--- config.mk ---
export PLATFORM = sky130hd
export DESIGN_NAME = drop_sequencer
export DESIGN_NICKNAME = d
export VERILOG_FILES = /design/src/rtl/drop_sequencer.sv
export SDC_FILE = /design/constraint.sdc
export NUM_CORES = 1
export LEC_CHECK = 0
export ABC_CLOCK_PERIOD_IN_PS = 2600
export CAP_MARGIN = 20
export CORE_MARGIN = 3
export CORE_UTILIZATION = 25
export CTS_BUF_LIST = sky130_fd_sc_hd__clkbuf_2 sky130_fd_sc_hd__clkbuf_4 sky130_fd_sc_hd__clkbuf_8
export DETAILED_ROUTE_END_ITERATION = 8
export HOLD_SLACK_MARGIN = 0.02
export PLACE_DENSITY_LB_ADDON = 0.12
export SYNTH_ARGS = -nofsm -noshare
export SYNTH_HDL_FRONTEND = slang
export SYNTH_SLANG_ARGS = --single-unit
export TNS_END_PERCENT = 100
--- constraint.sdc ---
create_clock -name clk -period 2.6 [get_ports clk]
set_clock_uncertainty 0.1 [all_clocks]
set_input_delay 0.52 -clock clk [delete_from_list [all_inputs] [get_ports clk]]
set_output_delay 0.52 -clock clk [all_outputs]
set_load 0.01 [all_outputs]
--- src/rtl/drop_sequencer.sv ---
// drop_sequencer
//   Times a "drop window". start opens the window (TIMING) and t_act counts
//   up in 8.8 fixed point (1 LSB = 1/256 s) from a tick_frac time base
//   divided by TICK_DIV. When t_act reaches t_lim the window moves to
//   EXPIRED and t_act freezes. abort returns to IDLE from any state.
//
// Parameters
//   LIM_RESET  limit loaded into t_lim at reset (8.8 fixed point)
//   TICK_DIV   tick_frac pulses per t_act LSB
//
// Ports
//   clk        single clock, rising edge
//   rst        synchronous active-high reset, highest priority
//   tick_frac  single-cycle time-base pulse
//   start      begin (or restart from EXPIRED) a drop window
//   abort      cancel and return to IDLE; wins over start
//   lim_load   write strobe for lim_value, honoured only in IDLE
//   lim_value  new limit, 8.8 fixed point
//   t_act      elapsed time, registered
//   t_lim      active limit, registered
//   drop_en    drop window enabled (TIMING or EXPIRED), registered
//   busy       high in TIMING, registered
//   expired    high in EXPIRED, registered
//   state_dbg  current FSM state (0 IDLE, 1 TIMING, 2 EXPIRED)
//
// Handshake: start/abort/lim_load/tick_frac are single-cycle strobes sampled
// on the rising edge; there is no back-pressure, every strobe is either
// acted on in that cycle or dropped according to the current state.
//
// Build option
//   DROP_SEQ_AUTO_IDLE_EN  when defined, EXPIRED falls back to IDLE after
//                          256 tick_frac pulses, clearing t_act.

module drop_sequencer #(
  parameter logic [15:0] LIM_RESET = 16'h0A00,
  parameter int          TICK_DIV  = 1
) (
  input  logic        clk,
  input  logic        rst,
  input  logic        tick_frac,
  input  logic        start,
  input  logic        abort,
  input  logic        lim_load,
  input  logic [15:0] lim_value,
  output logic [15:0] t_act,
  output logic [15:0] t_lim,
  output logic        drop_en,
  output logic        busy,
  output logic        expired,
  output logic [1:0]  state_dbg
);

  localparam logic [1:0] ST_IDLE    = 2'd0;
  localparam logic [1:0] ST_TIMING  = 2'd1;
  localparam logic [1:0] ST_EXPIRED = 2'd2;

  localparam int DIV_W = (TICK_DIV > 1) ? $clog2(TICK_DIV) : 1;
  localparam logic [DIV_W-1:0] DIV_LAST = DIV_W'(TICK_DIV - 1);

  logic [1:0]       state, state_nx;
  logic [15:0]      t_act_nx, t_lim_nx;
  logic [DIV_W-1:0] div_cnt, div_nx;

`ifdef DROP_SEQ_AUTO_IDLE_EN
  logic [7:0] idle_cnt, idle_cnt_nx;
`endif

  always_comb begin
    state_nx = state;
    t_act_nx = t_act;
    div_nx   = div_cnt;
    t_lim_nx = t_lim;
`ifdef DROP_SEQ_AUTO_IDLE_EN
    idle_cnt_nx = idle_cnt;
`endif

    case (state)
      ST_IDLE: begin
        t_act_nx = 16'h0000;
        div_nx   = '0;
        if (start) state_nx = ST_TIMING;
      end

      ST_TIMING: begin
        // Limit check uses the registered t_act and suppresses any
        // coincident tick, so t_act never overshoots the limit.
        if (t_act >= t_lim) begin
          state_nx = ST_EXPIRED;
`ifdef DROP_SEQ_AUTO_IDLE_EN
          idle_cnt_nx = 8'd0;
`endif
        end else if (tick_frac) begin
          if (div_cnt == DIV_LAST) begin
            div_nx = '0;
            if (t_act != 16'hFFFF) t_act_nx = t_act + 16'd1;
          end else begin
            div_nx = div_cnt + DIV_W'(1);
          end
        end
      end

      ST_EXPIRED: begin
        if (start) begin
          state_nx = ST_TIMING;
          t_act_nx = 16'h0000;
          div_nx   = '0;
        end
`ifdef DROP_SEQ_AUTO_IDLE_EN
        else if (tick_frac) begin
          if (idle_cnt == 8'd255) begin
            state_nx = ST_IDLE;
            t_act_nx = 16'h0000;
          end else begin
            idle_cnt_nx = idle_cnt + 8'd1;
          end
        end
`endif
      end

      default: begin
        state_nx = ST_IDLE;
        t_act_nx = 16'h0000;
        div_nx   = '0;
      end
    endcase

    // The limit only changes while idle, so a running window always sees a
    // stable t_lim; loading together with start applies to the new window.
    if (state == ST_IDLE && lim_load) t_lim_nx = lim_value;

    if (abort) begin
      state_nx = ST_IDLE;
      t_act_nx = 16'h0000;
      div_nx   = '0;
    end
  end

  always_ff @(posedge clk) begin
    if (rst) begin
      state   <= ST_IDLE;
      t_act   <= 16'h0000;
      t_lim   <= LIM_RESET;
      div_cnt <= '0;
      drop_en <= 1'b0;
      busy    <= 1'b0;
      expired <= 1'b0;
    end else begin
      state   <= state_nx;
      t_act   <= t_act_nx;
      t_lim   <= t_lim_nx;
      div_cnt <= div_nx;
      // Flags are decoded from the next state so they line up with state.
      drop_en <= (state_nx != ST_IDLE);
      busy    <= (state_nx == ST_TIMING);
      expired <= (state_nx == ST_EXPIRED);
    end
  end

`ifdef DROP_SEQ_AUTO_IDLE_EN
  always_ff @(posedge clk) begin
    if (rst) idle_cnt <= 8'd0;
    else     idle_cnt <= idle_cnt_nx;
  end
`endif

  assign state_dbg = state;

endmodule

==> summary.txt, run 1 <==
Clock network
  • Hold Buf Count CTS: 0
  • CTS tree: yes
  • H-tree depth: 2
  • CTS max path bufs: 2
  • CTS root buf: clkbuf_8
  • Clk slew on worst S/H paths: 70 ps
  • Setup Buffers After CTS: 0
  • Clk_lat worst skew: 290 ps
  • Cts bufs inserted: 5
  • Sink Count: 37
  • CTS resizes: 0

STA
  • Fin crit period: 2324 ps
  • Final WS setup: 276.3 ps
  • Final worst-path cycle share: 89.37%
  • Worst Tran Pin Value: 571.8 ps
  • Max-slew violation count: 0
  • Fmax: 0.4304 GHz
  • Final hold vios: 0
  • RSZ-0062 raised after global routing: false
  • Hold slack: 369.3 ps
  • Setup TNS: 0 ps
  • Worst rel slew slack: 61.59%
  • Final setup fails: 0

Place
  • Post-DP HPWL: 4544 um
  • Dpl ws: 177.5 ps
  • IO buf count: 58
  • Dpl cells: 417
  • GP Congestion: 0.8354

Detailed routing
  • Initial DRC count: 85
  • DRT Pass-1 Iters: 4
  • Detail-routed net length per standard cell: 13.96 um
  • Final ANT Viol Nets: 0
  • Routed via count: 1983
  • Via density: 4.677
  • Residual DRC: 0
  • DRT Wirelength: 5919 um

Critical path
  • CP required: 2680 ps
  • Worst r2r path cells: 8
  • Sequence of cells on the critical path: inv_1, ha_1, a211oi_1, nor2_1, nor4_4, o21ai_2, or4_1, mux2i_1
  • Critical Path Sink Type: register
  • Crit path kind: reg2reg
  • Reg-to-Reg Start: t_lim[13]$_SDFFE_PP0P_
  • Worst stage delay on the critical path: 460 ps
  • Crit path launch: t_lim[13]$_SDFFE_PP0P_
  • Max FO, Critical Path: 9
  • Worst Path Arrival: 2400 ps
  • Startpoint Class: register
  • Crit-path slowest cell: or4_1
  • RR Endpoint: t_act[6]$_SDFFE_PP0P_
  • Worst setup endpoint: t_act[6]$_SDFFE_PP0P_
  • Worst R2R Setup Slack: 280 ps

Logic synthesis
  • Synth top area share: 36.50%
  • Avg Cell Area, Syn: 8.118 um^2
  • EDFF count, synth: 0
  • Top post-synthesis cells by count: nand2_1 (47), dfxtp_1 (37), inv_1 (21), a21oi_1 (20), ha_1 (17)
  • Count leader, synth: nand2_1
  • Post-synth top flop: dfxtp_1
  • Sequential fraction of the synthesis area: 36.50%
  • Dominant cell type by area after synthesis: dfxtp_1
  • #FFs+latches synth: 37
  • Post-synth net total: 289
  • Netlist cell types: 42
  • Mapped Area: 2029 um^2
  • Synth area leaders: dfxtp_1 (36%), ha_1 (10%), nand2_1 (8.7%)
  • Post-Syn Instances: 250
  • Post-synth ARST share: 0%
  • Ys Warns: 0

Final layout
  • Number of non-filler instances in the completed layout: 424
  • Area grow syn2layout: 43.28%
  • Nets: 361
  • Final core occ: 37.24%
  • # fillers: 823
  • Fraction of layout cells with a size suffix above 1: 9.317%
  • # diodes: 0

Hold path
  • Hold path startpoint: t_lim[13]$_SDFFE_PP0P_
  • Hold crit path type: reg2reg

Power and ir drop
  • Leak: 1.141 nW
  • Worst vdd ir: 0.0001451 V
  • PwrDens: 409.3 nW/um^2

Global route
  • Largest net degree at the start of global routing: 20
  • Total GRT Usage: 13.52%
  • First-pass GRT wire length: 9653 um
  • Grt ovf: 0
  • Vias in the first global route: 1924
  • Initial antenna violation count: 0

Floorplanning
  • Die width: 96.10 um
  • Core area: 7807 um^2
  • Cell Rows: 32
  • I/O pin cnt: 59
  • Initial Util: 25.99%
  • Die ar.: 9235 um^2
  • DIE HEIGHT: 96.10 um

Status
  • Status: finished, final reports clean

Flow run
  • MaxCap Viol Count: 0
[cells by family after synthesis]
kind of cell               after synthesis  synth area share, %
muxes                                    8                3.946
AOI/OAI and AO/OA                       51                17.02
and+or+nand+nor                        108                26.57
adders and majority gates               17                10.48
DFF                                     37                36.50
buffers and inverters                   29                5.487
[registers in the layout, indices dropped and copies added, names as in the netlist]
| signal | count |
|---|---|
| t_act | 16 |
| t_lim | 16 |
| state_dbg | 2 |
| busy | 1 |
| drop_en | 1 |
| expired | 1 |
[where the power goes]
| group | internal, mW | switching, mW |
|---|---|---|
| logic | 0.0907 | 0.0802 |
| registers | 0.584 | 0.0125 |
| clock network | 0.210 | 0.213 |
| total | 0.885 | 0.306 |
[layout make-up]
class	count	area, um^2	share of cell area [%]
flip-flops and latches	37	740.7	25.47
well taps	102	127.6	4.389
clock buffers	6	82.58	2.840
clock inverters	1	7.507	0.2582
multi-input cells	184	1177	40.49
repair buffers	73	693.2	23.84
inverters	21	78.83	2.711
[worst max-delay path: cells and delay by family, from the launching register on]
kind,cells,cell delay [ps]
simple gates,3,890
compound gates,2,420
mux,1,140
fa+ha+maj,1,290
buf+inv,1,50
flops,1,350
[how the worst min path moves through the flow]
| stage | to | slack (ps) | cells past startpoint |
|---|---|---|---|
| final | t_lim[13]$_SDFFE_PP0P_ | 370 | 2 |
| after floorplan | t_lim[10]$_SDFFE_PP0P_ | 390 | 2 |
| after detailed placement | t_lim[13]$_SDFFE_PP0P_ | 360 | 2 |
| after global placement | t_lim[13]$_SDFFE_PP0P_ | 360 | 2 |
| after CTS | t_lim[13]$_SDFFE_PP0P_ | 380 | 2 |
| after global routing | t_lim[7]$_SDFFE_PP0P_ | 400 | 2 |
[cell usage in the layout, fill, tap and decap left out, types with 2 or more instances in the layout]
| master | count |
|---|---|
| nand4_1 | 7 |
| mux2i_1 | 8 |
| a31oi_1 | 3 |
| nand2_1 | 47 |
| a311oi_1 | 2 |
| o21ai_0 | 5 |
| nor2b_1 | 2 |
| a21oi_1 | 20 |
| a41o_1 | 2 |
| and3_1 | 4 |
| o31ai_1 | 2 |
| inv_1 | 21 |
| or4_1 | 2 |
| ha_1 | 17 |
| nand2b_1 | 8 |
| dfxtp_1 | 37 |
| nand3_1 | 8 |
| and2_1 | 3 |
| o211ai_1 | 3 |
| a211o_1 | 2 |
| buf_4 | 15 |
| clkbuf_8 | 6 |
| nor2_1 | 11 |
| clkdlybuf4s50_1 | 58 |
| nor3_1 | 11 |
[per-stage QoR]
step                area [um^2]  total power [mW]
finish                     2908             1.190
global route               2908             1.253
detailed placement         2818            0.7832
global placement           2818            0.7826
floorplan                  2029            0.6922
CTS                        2908             1.210
[routing by layer]
layer / share of wire (%) / GRT usage (%) / wire [um] / vias to the layer above
li1: - / - / - / 1027
met2: 44 / 20.70 / 2622 / 48
met1: 50 / 18.44 / 2930 / 902
met5: 0 / 0 / 0 / -
met3: 5.1 / 3.518 / 301 / 6
met4: 1.1 / 4.265 / 64 / 0
Note: power is estimated with default switching activity, not from simulation.
==> run 2: changes to the inputs <==
--- a/config.mk
+++ b/config.mk
@@ -5,7 +5,7 @@
 export SDC_FILE = /design/constraint.sdc
 export NUM_CORES = 1
 export LEC_CHECK = 0
-export ABC_CLOCK_PERIOD_IN_PS = 2600
+export ABC_CLOCK_PERIOD_IN_PS = 1900
 export CAP_MARGIN = 20
 export CORE_MARGIN = 3
 export CORE_UTILIZATION = 25
==> constraint.sdc (replaced) <==
create_clock -name clk -period 1.9 [get_ports clk]
set_clock_uncertainty 0.1 [all_clocks]
set_input_delay 0.38 -clock clk [delete_from_list [all_inputs] [get_ports clk]]
set_output_delay 0.38 -clock clk [all_outputs]
set_load 0.01 [all_outputs]
==> run 2 against run 1 <==
Compared with the run above: the flow now finishes with violations (negative setup slack); wire length up 7.0%; die area stayed put; fmax increased by 5.8%; clock-buffer cell count unchanged; clock power is 30% higher; combinational power grew 84%; critical path depth did not move; utilization up 7.2 points; first-iteration DRC count increased by 3.5%; worst setup slack lost 570 ps; final cell count grew 10%.
==> summary.txt, run 2 (synthesis results as in run 1) <==
Status
  • Status: finished with violations (was finished, final reports clean)
  • Failing checks: negative setup slack

Detailed routing
  • Routed via count: 2146 (was 1983)
  • Final ANT Viol Nets: 0 (unchanged)
  • DRT Pass-1 Iters: 4 (unchanged)
  • Detail-routed net length per standard cell: 13.56 um (was 13.96 um)
  • DRT Wirelength: 6332 um (was 5919 um)
  • Via density: 4.595 (was 4.677)
  • Residual DRC: 0 (unchanged)
  • Initial DRC count: 88 (was 85)

Clock network
  • Clk slew on worst S/H paths: 80 ps (was 70 ps)
  • CTS max path bufs: 2 (unchanged)
  • Sink Count: 37 (unchanged)
  • H-tree depth: 2 (unchanged)
  • Clk_lat worst skew: 290 ps (about the same)
  • CTS tree: yes (unchanged)
  • Hold Buf Count CTS: 0 (unchanged)
  • CTS root buf: clkbuf_8 (unchanged)
  • Cts bufs inserted: 5 (unchanged)

Critical path
  • Max FO, Critical Path: 8 (was 9)
  • Crit path buf inv count: 1 (unchanged)
  • RR Endpoint: t_act[8]$_SDFFE_PP0P_ (was t_act[6]$_SDFFE_PP0P_)
  • Worst stage delay on the critical path: 430 ps (was 460 ps)
  • Startpoint Class: register (unchanged)
  • Crit path launch: t_act[0]$_SDFFE_PP0P_ (was t_lim[13]$_SDFFE_PP0P_)
  • Crit-path slowest cell: or4_4 (was or4_1)
  • CP required: 1980 ps (was 2680 ps)
  • Worst setup endpoint: t_act[8]$_SDFFE_PP0P_ (was t_act[6]$_SDFFE_PP0P_)
  • CP Depth: 8 (unchanged)
  • Worst r2r path cells: 8 (unchanged)
  • Delay-heaviest family, CP: compound AO/OA/AOI/OAI gates (was simple AND/OR/NAND/NOR gates)
  • Worst R2R Setup Slack: -300 ps (was 280 ps)
  • Reg-to-Reg Start: t_act[0]$_SDFFE_PP0P_ (was t_lim[13]$_SDFFE_PP0P_)
  • Worst Path Arrival: 2280 ps (was 2400 ps)
  • Crit path kind: reg2reg (unchanged)
  • Sequence of cells on the critical path: inv_2, ha_4, nand2b_4, a2111o_1, a21oi_4, o21ai_4, or4_4, mux2i_1 (was inv_1, ha_1, a211oi_1, nor2_1, nor4_4, o21ai_2, or4_1, mux2i_1)
  • Critical Path Sink Type: register (unchanged)

Floorplanning
  • Core area: 7807 um^2 (unchanged)
  • Die ar.: 9235 um^2 (unchanged)
  • Cell Rows: 32 (unchanged)
  • DIE HEIGHT: 96.10 um (unchanged)
  • Die width: 96.10 um (unchanged)
  • Initial Util: 25.99% (unchanged)
  • I/O pin cnt: 59 (unchanged)

Power and ir drop
  • Total power: 1.677 mW (was 1.190 mW)
  • PwrDens: 483.8 nW/um^2 (was 409.3 nW/um^2)
  • Worst vdd ir: 0.0002220 V (was 0.0001451 V)
  • Leak: 1.475 nW (was 1.141 nW)

Final layout
  • Final core occ: 44.41% (was 37.24%)
  • Multi-input gate area: 1378 um^2 (was 1177 um^2)
  • Most frequent cells in the layout: clkdlybuf4s50_1 (54), buf_4 (54), nand2_1 (45) (was clkdlybuf4s50_1 (58), nand2_1 (47), dfxtp_1 (37))
  • Area grow syn2layout: 70.84% (was 43.28%)
  • Reg area: 752.0 um^2 (was 740.7 um^2)
  • Nets: 404 (was 361)
  • # diodes: 0 (unchanged)
  • # fillers: 780 (was 823)
  • Fraction of layout cells with a size suffix above 1: 29.86% (was 9.317%)

Global route
  • Grt ovf: 0 (unchanged)
  • Total GRT Usage: 14.56% (was 13.52%)
  • First-pass GRT wire length: 10360 um (was 9653 um)
  • Initial antenna violation count: 0 (unchanged)
  • Largest net degree at the start of global routing: 20 (unchanged)
  • Vias in the first global route: 2174 (was 1924)

STA
  • Final hold vios: 0 (unchanged)
  • Worst Tran Pin Value: 508.5 ps (was 571.8 ps)
  • Final WS setup: -296.4 ps (was 276.3 ps)
  • Worst rel slew slack: 66.02% (was 61.59%)
  • Hold slack: 480.7 ps (was 369.3 ps)
  • Final worst-path cycle share: 115.6% (was 89.37%)
  • Fmax: 0.4553 GHz (was 0.4304 GHz)
  • Final setup fails: 20 (was 0)
  • Fin crit period: 2196 ps (was 2324 ps)
  • Max-slew violation count: 0 (unchanged)
  • RSZ-0062 raised after global routing: true (was false)

Place
  • Dpl ws: -429.5 ps (was 177.5 ps)
  • IO buf count: 58 (unchanged)
  • GP Congestion: 0.8368 (was 0.8354)
  • Post-DP HPWL: 4708 um (was 4544 um)

Hold path
  • Hold crit path type: reg2reg (unchanged)

Flow run
  • MaxCap Viol Count: 0 (unchanged)
## run 2: what timing repair did
action,CTS,global route
setup buffers,3,1
endpoints found under the setup margin,20,26
gates resized for setup,21,26
pin swaps,8,5
## run 2: worst reg2reg max path: cells and delay by family, from the launching register on
kind / cells / cell delay, ps
AOI/OAI and AO/OA: 3 / 690
DFF: 1 / 350
adders and majority gates: 1 / 220
muxes: 1 / 130
and+or+nand+nor: 2 / 550
buffers and inverters: 1 / 40
## run 2: cell type report
class	count	area share, %
sequential	37	21.69
tap	102	3.681
clock buffer	6	2.201
timing repair buffer	116	30.28
inverter	21	2.274
clock inverter	1	0.1444
multi-input combinational	184	39.73
## run 2: per-layer routing
metal / up-vias / GRT usage (%) / wire (um)
li1: 1121 / - / -
met1: 963 / 19.39 / 3047
met2: 58 / 23.35 / 2917
met3: 4 / 3.518 / 324
met4: 0 / 4.028 / 42
met5: - / 0 / 0
## run 2: worst min path at each step
stage / start / end / cells after the start
after floorplan: abort / busy$_SDFF_PP0_ / 1
after global routing: t_lim[13]$_SDFFE_PP0P_ / t_lim[13]$_SDFFE_PP0P_ / 3
after CTS: t_lim[13]$_SDFFE_PP0P_ / t_lim[13]$_SDFFE_PP0P_ / 3
after detailed placement: t_lim[13]$_SDFFE_PP0P_ / t_lim[13]$_SDFFE_PP0P_ / 3
final: t_lim[2]$_SDFFE_PP0P_ / t_lim[2]$_SDFFE_PP0P_ / 3
after global placement: t_lim[12]$_SDFFE_PP0P_ / t_lim[12]$_SDFFE_PP0P_ / 3
## run 2: where the power goes
| group | leakage, nW | switching (mW) | internal, mW | total, mW |
|---|---|---|---|---|
| registers | 0.305 | 0.0117 | 0.799 | 0.811 |
| logic | 1.13 | 0.142 | 0.173 | 0.315 |
| clock network | 0.0445 | 0.287 | 0.264 | 0.552 |
| total | 1.47 | 0.441 | 1.24 | 1.68 |
## run 2: per-stage QoR
stage               instances  cell area [um^2]  setup TNS, ps
finish                    467              3467          -4576
global placement          456              3139          -6348
detailed placement        456              3139          -6271
CTS                       466              3353          -5007
floorplan                 250              2052          -3641
global route              467              3467          -6639
==> run 3: changes to the inputs <==
--- a/config.mk
+++ b/config.mk
@@ -7,8 +7,9 @@
 export LEC_CHECK = 0
 export ABC_CLOCK_PERIOD_IN_PS = 1900
 export CAP_MARGIN = 20
+export CORE_ASPECT_RATIO = 0.7
 export CORE_MARGIN = 3
-export CORE_UTILIZATION = 25
+export CORE_UTILIZATION = 44
 export CTS_BUF_LIST = sky130_fd_sc_hd__clkbuf_2 sky130_fd_sc_hd__clkbuf_4 sky130_fd_sc_hd__clkbuf_8
 export DETAILED_ROUTE_END_ITERATION = 8
 export HOLD_SLACK_MARGIN = 0.02
==> run 3 against run 2 <==
Compared with the run above: the run still ends with negative setup slack left; fmax shrank 3.3%; first-iteration DRC count grew 97%; wire length grew 15%; via count grew 12%; sequential share of layout area shrank 0.27 points; register-to-register slack lost 80 ps; critical endpoint is now t_act[11]$_SDFFE_PP0P_; non-clock buffer count is the same; combinational power grew 4%; sequential power is essentially flat.
==> summary.txt, run 3 (synthesis results as in run 1) <==
Status
  • Status: finished with violations (unchanged)
  • Failing checks: negative setup slack (unchanged)

Global route
  • Total GRT Usage: 23.42% (was 14.56%)
  • Initial antenna violation count: 0 (unchanged)
  • Vias in the first global route: 2162 (was 2174)
  • Grt ovf: 0 (unchanged)
  • Largest net degree at the start of global routing: 17 (was 20)
  • First-pass GRT wire length: 10360 um (about the same)

Critical path
  • RR Endpoint: t_act[11]$_SDFFE_PP0P_ (was t_act[8]$_SDFFE_PP0P_)
  • Max FO, Critical Path: 7 (was 8)
  • CP required: 2030 ps (was 1980 ps)
  • Reg-to-Reg Start: t_lim[13]$_SDFFE_PP0P_ (was t_act[0]$_SDFFE_PP0P_)
  • Worst r2r path cells: 10 (was 8)
  • Crit path kind: reg2reg (unchanged)
  • Worst Path Arrival: 2400 ps (was 2280 ps)
  • Startpoint Class: register (unchanged)
  • Worst R2R Setup Slack: -370 ps (was -300 ps)
  • Critical Path Sink Type: register (unchanged)

Floorplanning
  • Initial Util: 48.78% (was 25.99%)
  • DIE HEIGHT: 62.82 um (was 96.10 um)
  • I/O pin cnt: 59 (unchanged)
  • Core area: 4160 um^2 (was 7807 um^2)
  • Die ar.: 5476 um^2 (was 9235 um^2)
  • Cell Rows: 19 (was 32)
  • Die width: 87.18 um (was 96.10 um)

Power and ir drop
  • Switching pwr: 0.4856 mW (was 0.4411 mW)
  • Clock power share: 39.5% (was 32.9%)
  • Combinational share of power: 17.4% (was 18.8%)
  • Worst vdd ir: 0.0005494 V (was 0.0002220 V)
  • PwrDens: 533.0 nW/um^2 (was 483.8 nW/um^2)
  • Sequential Power Share: 43.1% (was 48.3%)
  • Switch share: 25.78% (was 26.30%)
  • Power Internal: 1.398 mW (was 1.236 mW)
  • Leak: 1.444 nW (was 1.475 nW)

STA
  • Final worst-path cycle share: 119.6% (was 115.6%)
  • Final setup fails: 20 (unchanged)
  • Worst rel slew slack: 62.90% (was 66.02%)
  • Final hold vios: 0 (unchanged)
  • Final WS setup: -371.8 ps (was -296.4 ps)
  • RSZ-0062 raised after global routing: true (unchanged)
  • Max-slew violation count: 0 (unchanged)
  • Worst Tran Pin Value: 555.2 ps (was 508.5 ps)
  • Fmax: 0.4402 GHz (was 0.4553 GHz)
  • Fin crit period: 2272 ps (was 2196 ps)

Clock network
  • Clk slew on worst S/H paths: 80 ps (about the same)
  • Sink Count: 37 (unchanged)
  • CTS max path bufs: 2 (unchanged)
  • CTS tree: yes (unchanged)
  • Hold Buf Count CTS: 0 (unchanged)
  • Clk_lat worst skew: 310 ps (was 290 ps)
  • H-tree depth: 2 (unchanged)
  • Cts bufs inserted: 5 (unchanged)
  • CTS root buf: clkbuf_8 (unchanged)

Place
  • Placed cell area: 3069 um^2 (was 3139 um^2)
  • IO buf count: 58 (unchanged)
  • Dpl ws: -401.1 ps (was -429.5 ps)
  • GP Congestion: 0.9069 (was 0.8368)
  • Post-DP HPWL: 4553 um (was 4708 um)

Hold path
  • Hold Path End: t_act[8]$_SDFFE_PP0P_ (was t_lim[2]$_SDFFE_PP0P_)
  • Hold crit path type: reg2reg (unchanged)
  • Hold Path Cell Cnt: 2 (was 3)
  • Hold path startpoint: t_act[8]$_SDFFE_PP0P_ (was t_lim[2]$_SDFFE_PP0P_)

Final layout
  • Nets: 404 (unchanged)
  • # fillers: 224 (was 780)
  • Multi-input gate area: 1461 um^2 (was 1378 um^2)
  • Area grow syn2layout: 74.17% (was 70.84%)
  • Reg area: 757.0 um^2 (was 752.0 um^2)
  • Most common cell after layout, fill and taps aside: clkdlybuf4s50_1
  • Final instance area: 3535 um^2 (was 3467 um^2)
  • Most frequent cells in the layout: clkdlybuf4s50_1 (58), buf_4 (51), nand2_1 (46) (was clkdlybuf4s50_1 (54), buf_4 (54), nand2_1 (45))
  • Fraction of layout cells with a size suffix above 1: 33.06% (was 29.86%)
  • # diodes: 0 (unchanged)

Detailed routing
  • Routed via count: 2396 (was 2146)
  • Detail-routed net length per standard cell: 17.48 um (was 13.56 um)
  • DRT Pass-1 Iters: 4 (unchanged)
  • DRT Wirelength: 7305 um (was 6332 um)
  • Residual DRC: 0 (unchanged)
  • Final ANT Viol Nets: 0 (unchanged)
  • Via density: 5.732 (was 4.595)
  • Initial DRC count: 173 (was 88)

Flow run
  • MaxCap Viol Count: 0 (unchanged)
## run 3: through the flow
step | utilization, % | hold slack (ps) | TNS [ps] | total power [mW] | cells
5_1_grt | 84.96 | 468.6 | -7451 | 1.951 | 418
3_5_place_dp | 73.77 | 402.0 | -6787 | 1.108 | 405
2_1_floorplan | - | 359.3 | -3641 | 0.9472 | 250
4_1_cts | 79.91 | 413.8 | -4526 | 1.842 | 415
3_3_place_gp | 73.77 | 399.4 | -6111 | 1.102 | 405
6_report | 84.96 | 431.9 | -5508 | 1.884 | 418
## run 3: how the worst max path moves through the flow
stage	startpoint	to	slack, ps	cells past startpoint
global route	t_lim[13]$_SDFFE_PP0P_	t_act[11]$_SDFFE_PP0P_	-470	10
floorplan	t_act[0]$_SDFFE_PP0P_	t_act[8]$_SDFFE_PP0P_	-330	8
finish	t_lim[13]$_SDFFE_PP0P_	t_act[11]$_SDFFE_PP0P_	-370	10
detailed placement	t_act[0]$_SDFFE_PP0P_	t_act[2]$_SDFFE_PP0P_	-400	9
global placement	t_act[0]$_SDFFE_PP0P_	t_act[6]$_SDFFE_PP0P_	-360	8
CTS	t_act[0]$_SDFFE_PP0P_	t_act[6]$_SDFFE_PP0P_	-320	8
## run 3: cell type report
| cell class | count | share of cell area (%) |
|---|---|---|
| Tap cell | 52 | 1.841 |
| Clock buffer | 6 | 2.336 |
| Clock inverter | 2 | 1.027 |
| Multi-Input combinational cell | 184 | 41.35 |
| Timing Repair Buffer | 116 | 29.73 |
| Inverter | 21 | 2.301 |
| Sequential cell | 37 | 21.42 |
## run 3: power groups by stage
| stage | logic, mW | clock network [mW] | registers (mW) |
|---|---|---|---|
| 6_report | 0.328 | 0.744 | 0.812 |
| 5_1_grt | 0.357 | 0.780 | 0.814 |
| 4_1_cts | 0.299 | 0.733 | 0.810 |
| 3_5_place_dp | 0.281 | 0 | 0.828 |
| 3_3_place_gp | 0.275 | 0 | 0.827 |
| 2_1_floorplan | 0.104 | 0 | 0.843 |
## run 3: what timing repair did
| item | CTS | global route |
|---|---|---|
| pin swaps | 13 | 13 |
| resized for setup | 26 | 42 |
| buffers inserted | 2 | 4 |
| setup endpoints to repair | 21 | 22 |
## run 3: routing by layer
metal	global-route usage [%]	vias up	part of all wire [%]
met4	5.364	0	2.4
li1	-	1114	-
met2	36.08	112	47
met5	0	-	0
met1	32.91	1146	44
met3	5.665	24	7.0
## run 3: worst max-delay path, stage by stage (launching register included)
cell and delay [ps]:
dfxtp_2 340, inv_2 50, ha_4 230, a211oi_4 240, nor2_2 90, nor4_4 350
o21ai_4 150, buf_4 160, buf_6 110, nor3_4 130, mux2i_1 240
